===== config.mk =====
export PLATFORM = sky130hd
export DESIGN_NAME = sd_blk_responder
export DESIGN_NICKNAME = d
export VERILOG_FILES = /design/src/rtl/sd_blk_responder.sv
export SDC_FILE = /design/constraint.sdc
export NUM_CORES = 1
export LEC_CHECK = 0
export ABC_AREA = 1
export CAP_MARGIN = 20
export CORE_MARGIN = 4
export CORE_UTILIZATION = 43
export CTS_CLUSTER_DIAMETER = 30
export DETAILED_ROUTE_END_ITERATION = 6
export PLACE_DENSITY = 0.77
export RECOVER_POWER = 50
export SYNTH_ARGS = -nofsm -noshare
export SYNTH_HDL_FRONTEND = slang
export SYNTH_SLANG_ARGS = --single-unit

===== constraint.sdc =====
create_clock -name sd_clk -period 2 [get_ports sd_clk]
set_input_delay 0.2 -clock sd_clk [delete_from_list [all_inputs] [get_ports sd_clk]]
set_output_delay 0.2 -clock sd_clk [all_outputs]
set_load 0.05 [all_outputs]

===== src/rtl/sd_blk_responder.sv =====
// Block-transfer responder: services one 512-byte read or write request per
// level request, moving bytes between an initiator buffer and an image memory.
module sd_blk_responder #(
  parameter int MEM_AW = 24
) (
  input  logic              sd_clk,
  input  logic              reset,
  input  logic [31:0]       sd_lba,
  input  logic              sd_rd,
  input  logic              sd_wr,
  output logic              sd_ack,
  output logic [8:0]        sd_buff_addr,
  output logic [7:0]        sd_buff_dout,
  output logic              sd_buff_wr,
  input  logic [7:0]        sd_buff_din,
  input  logic [31:0]       img_blocks,
  output logic [MEM_AW-1:0] mem_addr,
  output logic              mem_rd,
  output logic              mem_wr,
  output logic [7:0]        mem_dout,
  input  logic [7:0]        mem_din,
  input  logic              mem_ready,
  output logic [15:0]       blk_count
);

  typedef enum logic [2:0] {
    IDLE, RD_REQ, RD_PUT, WR_ADDR, WR_CAP, WR_MEM, DONE
  } state_t;

  state_t            state;
  logic [8:0]        offset;
  logic [MEM_AW-10:0] lba_q;
  logic              in_range;
  logic              req_in_range;

  assign req_in_range = (sd_lba < img_blocks);

  always_ff @(posedge sd_clk) begin
    if (reset) begin
      state        <= IDLE;
      offset       <= '0;
      lba_q        <= '0;
      in_range     <= 1'b0;
      sd_ack       <= 1'b0;
      sd_buff_addr <= '0;
      sd_buff_dout <= '0;
      sd_buff_wr   <= 1'b0;
      mem_addr     <= '0;
      mem_rd       <= 1'b0;
      mem_wr       <= 1'b0;
      mem_dout     <= '0;
      blk_count    <= '0;
    end else begin
      case (state)
        IDLE: begin
          if (sd_rd || sd_wr) begin
            lba_q    <= sd_lba[MEM_AW-10:0];
            in_range <= req_in_range;
            offset   <= '0;
            sd_ack   <= 1'b1;
            mem_addr <= {sd_lba[MEM_AW-10:0], 9'd0};
            if (sd_rd) begin
              // mem_rd is raised on entry so it is a clean register output in RD_REQ
              mem_rd <= req_in_range;
              state  <= RD_REQ;
            end else begin
              sd_buff_addr <= '0;
              state        <= WR_ADDR;
            end
          end
        end
        RD_REQ: begin
          if (!in_range || mem_ready) begin
            sd_buff_dout <= in_range ? mem_din : 8'h00;
            sd_buff_addr <= offset;
            sd_buff_wr   <= 1'b1;
            mem_rd       <= 1'b0;
            state        <= RD_PUT;
          end
        end
        RD_PUT: begin
          sd_buff_wr <= 1'b0;
          if (offset == 9'd511) begin
            sd_ack    <= 1'b0;
            blk_count <= blk_count + 16'd1;
            state     <= DONE;
          end else begin
            offset   <= offset + 9'd1;
            mem_addr <= {lba_q, offset + 9'd1};
            mem_rd   <= in_range;
            state    <= RD_REQ;
          end
        end
        WR_ADDR: state <= WR_CAP;
        WR_CAP: begin
          mem_dout <= sd_buff_din;
          mem_addr <= {lba_q, offset};
          mem_wr   <= in_range;
          state    <= WR_MEM;
        end
        WR_MEM: begin
          if (!in_range || mem_ready) begin
            mem_wr <= 1'b0;
            if (offset == 9'd511) begin
              sd_ack    <= 1'b0;
              blk_count <= blk_count + 16'd1;
              state     <= DONE;
            end else begin
              offset       <= offset + 9'd1;
              sd_buff_addr <= offset + 9'd1;
              state        <= WR_ADDR;
            end
          end
        end
        DONE: begin
          if (!sd_rd && !sd_wr) state <= IDLE;
        end
        default: state <= IDLE;
      endcase
    end
  end

endmodule


### Word-level counts from Yosys, hierarchy flattened

Cells that the tools add are included.

* register bits: 97
* bits of input ports: 85
* output and inout bits: 69
* word-level logic and storage cells: 92

* $lt $le $gt $ge: 1
* reductions and logical operators: 24
* add/subtract/negate cells: 2
* eq/ne operators: 15
* mux-type cells: 37

Operators with widths (count)
* 9-bit 2-to-1 mux: 8
* 24-bit case mux with 3 select lines: 1
* 9-bit case mux with 3 select lines: 2
* 24-bit 2-to-1 mux: 2
* 32-bit < comparator: 1
* 16-bit 2-to-1 mux: 2
* 16-bit case mux with 2 select lines: 1
* 3-bit case mux with 7 select lines: 1
* 3-bit 2-to-1 mux: 6
* 16-bit by 1-bit adder with 16-bit output, second input constant: 1
* 2-bit inequality test, second input constant: 8
* 3-bit nonzero test: 4
* 2-bit AND reduction: 5
* 9-bit by 1-bit adder with 9-bit output, second input constant: 1
* 3-bit == test, second input constant: 3
* 9-bit == test, second input constant: 1
* 1-bit 2-to-1 mux: 8
* 8-bit 2-to-1 mux: 1
* 3-bit by 2-bit == test with 1-bit output, second input constant: 2
* 1-bit case mux with 3 select lines: 2
* 3-bit AND reduction: 2
* 6-bit AND reduction: 1
* 2-bit nonzero test: 3
* 5-bit AND reduction: 1
* other kinds (8): 12

### Depth between registers and ports, before layout

* depth in word-level cells: 4
* mapped depth: 14
* depth with buffers taken out: 14

### Worst setup path after synthesis

Ideal clock, no wire load.

* kind: register to register
* start: reg offset[0]
* end: reg mem_addr[6]
* data arrival time: 1.966 ns
* buffers on the path: 1
* stages on the path, launching flop included: 15
* data required time: 1.883 ns
* path slack: -0.083 ns
* setup time: 0.117 ns
* clock period less this slack: 2.083 ns
* cell sequence: dfxtp_1 -> ha_1 -> nand4_1 -> nor2_1 -> nand2_1 -> nor2_1 -> ha_1 -> inv_1 -> nor2_2 -> inv_2 -> nand4_2 -> inv_2 -> buf_2 -> o211ai_1 -> inv_1

* longest elaborated chain between the ends: 3
* elaborated cells between the ends (all ways): 6
* classes of those cells: add/sub: 1; eq/ne: 2; mux: 2; reduce/logical: 1

RTL lines
* start: declaration: line 31 `logic [8:0] offset;`
* start signal: assignment: line 88 `offset <= offset + 9'd1;`
* start signal: assignment: line 109 `offset <= offset + 9'd1;`
* 9-bit by 1-bit adder with 9-bit output or 9-bit == test (tied branches): line 89, 83
* 24-bit 2-to-1 mux or 2-bit inequality test (tied branches)
* 24-bit case mux with 3 select lines or 3-bit AND reduction (tied branches)
* end signal: assignment: line 61 `mem_addr <= {sd_lba[MEM_AW-10:0], 9'd0};`
* end signal: assignment: line 89 `mem_addr <= {lba_q, offset + 9'd1};`
* end signal: assignment: line 97 `mem_addr <= {lba_q, offset};`
* end: declaration: line 17 `output logic [MEM_AW-1:0] mem_addr,`

Several ways; a longest one is shown, not always the timed one. The select of a mux whose other input is x is not followed.
A chain may end at the register's enable or synchronous reset.

### Worst setup path in the final report

Ends and elaborated chain as after synthesis.

==> flow_summary.yaml <==
cells_and_area:
  layout.nets: 997
  final_util: 0.647
  syn2layout_area_growth_pct: 46.5
  drive_gt1_frac: 0.110
  n_antenna_cell: 0
  layout.cells.non_filler: 1026
global_route:
  track_usage: 0.197
  grt_pass1_wl_um: 21900
  grt_pass1_vias: 4718
  grt_overflow: 0
  grt_max_degree: 54
  antenna_found_initial: 0
die:
  dieArea_mm2: 0.0136
  io_pins: 154
  coreArea_mm2: 0.0115
  die-height_um: 117
  die_x_um: 117
  start_util: 0.442
  row_count: 39
synth:
  ys_seq_elements: 97
  synth_seq_area_share: 0.382
  synth-main-ff-cell: "dfxtp_1"
  syn_inst: 708
  synth-edff-count: 0
  avgSynthCellArea_um2: 7.19
  synth_most_common_cell: "nand2_1"
  yosysTopAreaCell: "dfxtp_1"
  yosys-top-cells-count: "nand2_1 (159), dfxtp_1 (97), a21oi_1 (87)"
  yosys-top-cells-area: "dfxtp_1 (38%), nand2_1 (12%), a21oi_1 (8.6%), ha_1 (8.4%), inv_1 (5.8%)"
  syn_area_mm2: 0.00509
  async_flop_share: 0
  synth_top_area_frac: 0.382
  synth.distinct_cells: 43
  yosys_warnings: 0
  syn-num-nets: 827
worst_setup_path:
  worstPathMaxFanout: 13
  cp-end-kind: "flop"
  startpoint: "offset[0]"
  r2r-start: "offset[0]"
  start_kind: "flop"
  critPathKind: "reg2reg"
  cp.required_ps: 2230
  cp.arrival_ps: 2200
route:
  num_vias: 5180
  wl_um: 13900
  first_iter_violations: 331
  drcViolationCount: 0
  wire_per_inst_um: 13.6
  drt.antenna.violating_nets: 0
  first_pass_iters: 4
  post_drt_via_cell_ratio: 5.05
power:
  swShare: 0.393
  vdd_ir_drop_max_mv: 0.579
  p_comb_frac: 0.415
  p_clk_frac: 0.262
  p_int_mw: 4.65
  leakage_nw: 3.19
  p_sw_mw: 3.01
  pwr-share-seq: 0.323
  powerDensity_mw_per_mm2: 1030
timing:
  finalSetupViolations: 0
  post-route-period-util: 0.988
  setup_tns_ps: 0
  worst_pin_slew_ps: 544
  drv_slew: 0
  rsz0062_at_grt: "true"
  layout_min_cycle_time_ps: 1980
  hold_viol_final: 0
  slew-limit-headroom: 0.636
  skew_ps: 8.72
  setup_slack_ps: 24.4
  clock.fmax_mhz: 506
clocking:
  cts.path.max_buffers: 2
  clock_latency_ps: 340
  cts_sinks: 97
  cts.clk_slew.worst_paths_ps: 70
  tritoncts: "yes"
  clock-root-buffer: "clkbuf_16"
  cts.htree.levels: 3
  numCtsBuffers: 9
placement:
  hpwl_um: 10300
  gp_congestion: 0.910
  dp.cells: 1006
  pre_cts_ws_ps: -11.0
  io_buffers: 153
hold_path:
  worstHoldStart: "mem_din[5]"
  hold_class: "in2reg"
run:
  drv_cap: 0
status:
  status: "complete, no violations"
==> cell families after synthesis <==
| family | after synthesis | share of synthesized area |
|---|---|---|
| AND/OR/NAND/NOR | 276 | 0.243 |
| AO/OA/AOI/OAI | 178 | 0.188 |
| buffers and inverters | 115 | 0.0893 |
| flip-flops | 97 | 0.382 |
| adder cells (fa/ha/maj) | 34 | 0.0836 |
| XOR/XNOR | 8 | 0.0138 |
==> per-stage QoR <==
step                cell area, um2  hold slack [ps]  power [mW]
floorplan                     5090              344        4.40
global placement              6940              450        5.47
detailed placement            6940              455        5.51
CTS                           7330              425        7.57
global route                  7450              427        8.06
finish                        7450              431        7.66
==> what timing repair did <==
action                     in CTS  in global routing
setup endpoints to repair      21                 55
cloned                          0                  1
setup buffers                   2                  1
pin swaps                       6                  3
resized for setup              14                 35
hold buffers                    0                  0
==> sequential cells by signal (all words and copies together) (netlist names) <==
signal and count:
lba_q 15, mem_dout 8, mem_rd 1, mem_wr 1, mem_addr 24, state 3, sd_buff_addr 9, in_range 1
sd_buff_dout 8, sd_ack 1, blk_count 16, offset 9, sd_buff_wr 1
==> final cells by class <==
type / count / area, um2
inverters: 87 / 337
flip-flops and latches: 97 / 1940
repair buffers: 187 / 1840
clock inverters: 6 / 114
multi-input cells: 496 / 2800
clock buffers: 10 / 239
well taps: 143 / 179
fillers: 993 / 4060
==> power by group through the flow <==
| stage | logic [mW] | registers (mW) | clock network (mW) |
|---|---|---|---|
| after global routing | 3.43 | 2.51 | 2.13 |
| after floorplan | 1.13 | 3.27 | 0 |
| after CTS | 3.09 | 2.45 | 2.02 |
| final | 3.18 | 2.48 | 2.00 |
| after global placement | 2.99 | 2.48 | 0 |
| after detailed placement | 3.03 | 2.48 | 0 |
==> cell usage in the layout, fill, tap and decap left out, drive strengths merged <==
| cell type | n |
|---|---|
| a211oi | 1 |
| a21oi | 87 |
| a22oi | 3 |
| a31oi | 19 |
| buf | 32 |
| bufinv | 3 |
| clkbuf | 12 |
| clkdlybuf4s50 | 124 |
| clkinv | 2 |
| clkinvlp | 2 |
| dfxtp | 97 |
| dlygate4sd3 | 29 |
| ha | 34 |
| inv | 86 |
| nand2 | 164 |
| nand3 | 35 |
| nand4 | 7 |
| nor2 | 52 |
| nor3 | 12 |
| nor3b | 1 |
| nor4 | 3 |
| o211ai | 4 |
| o21a | 4 |
| o21ai | 57 |
| o221ai | 1 |
| o22ai | 1 |
| o41ai | 1 |
| or2 | 2 |
| xnor2 | 2 |
| xor2 | 6 |
==> routing by layer <==
| metal | routed length [um] | GRT usage |
|---|---|---|
| met4 | 137 | 0.0459 |
| met2 | 6570 | 0.328 |
| met1 | 6190 | 0.257 |
| met5 | 0 | 0 |
| met3 | 1040 | 0.0514 |
==> worst paths after layout <==
path | cells after the start | slack, ps | end
setup / recovery | 14 | 20 | mem_addr[6]
hold / removal | 3 | 430 | sd_buff_dout[5]
setup reg to reg | 14 | 20 | mem_addr[6]
hold reg to reg | 2 | 460 | sd_buff_addr[3]
==> critical path: stages (launching register included) <==
cell and delay (ps):
dfxtp_2 360, ha_4 130, nand4_1 120, nor2_1 130
nand2_1 80, nor2_2 120, ha_4 180, inv_2 60
nor2_4 120, inv_2 60, nand4_4 80, inv_6 60
buf_12 150, o211ai_1 150, inv_1 60
Note: power is estimated with default switching activity, not from simulation.
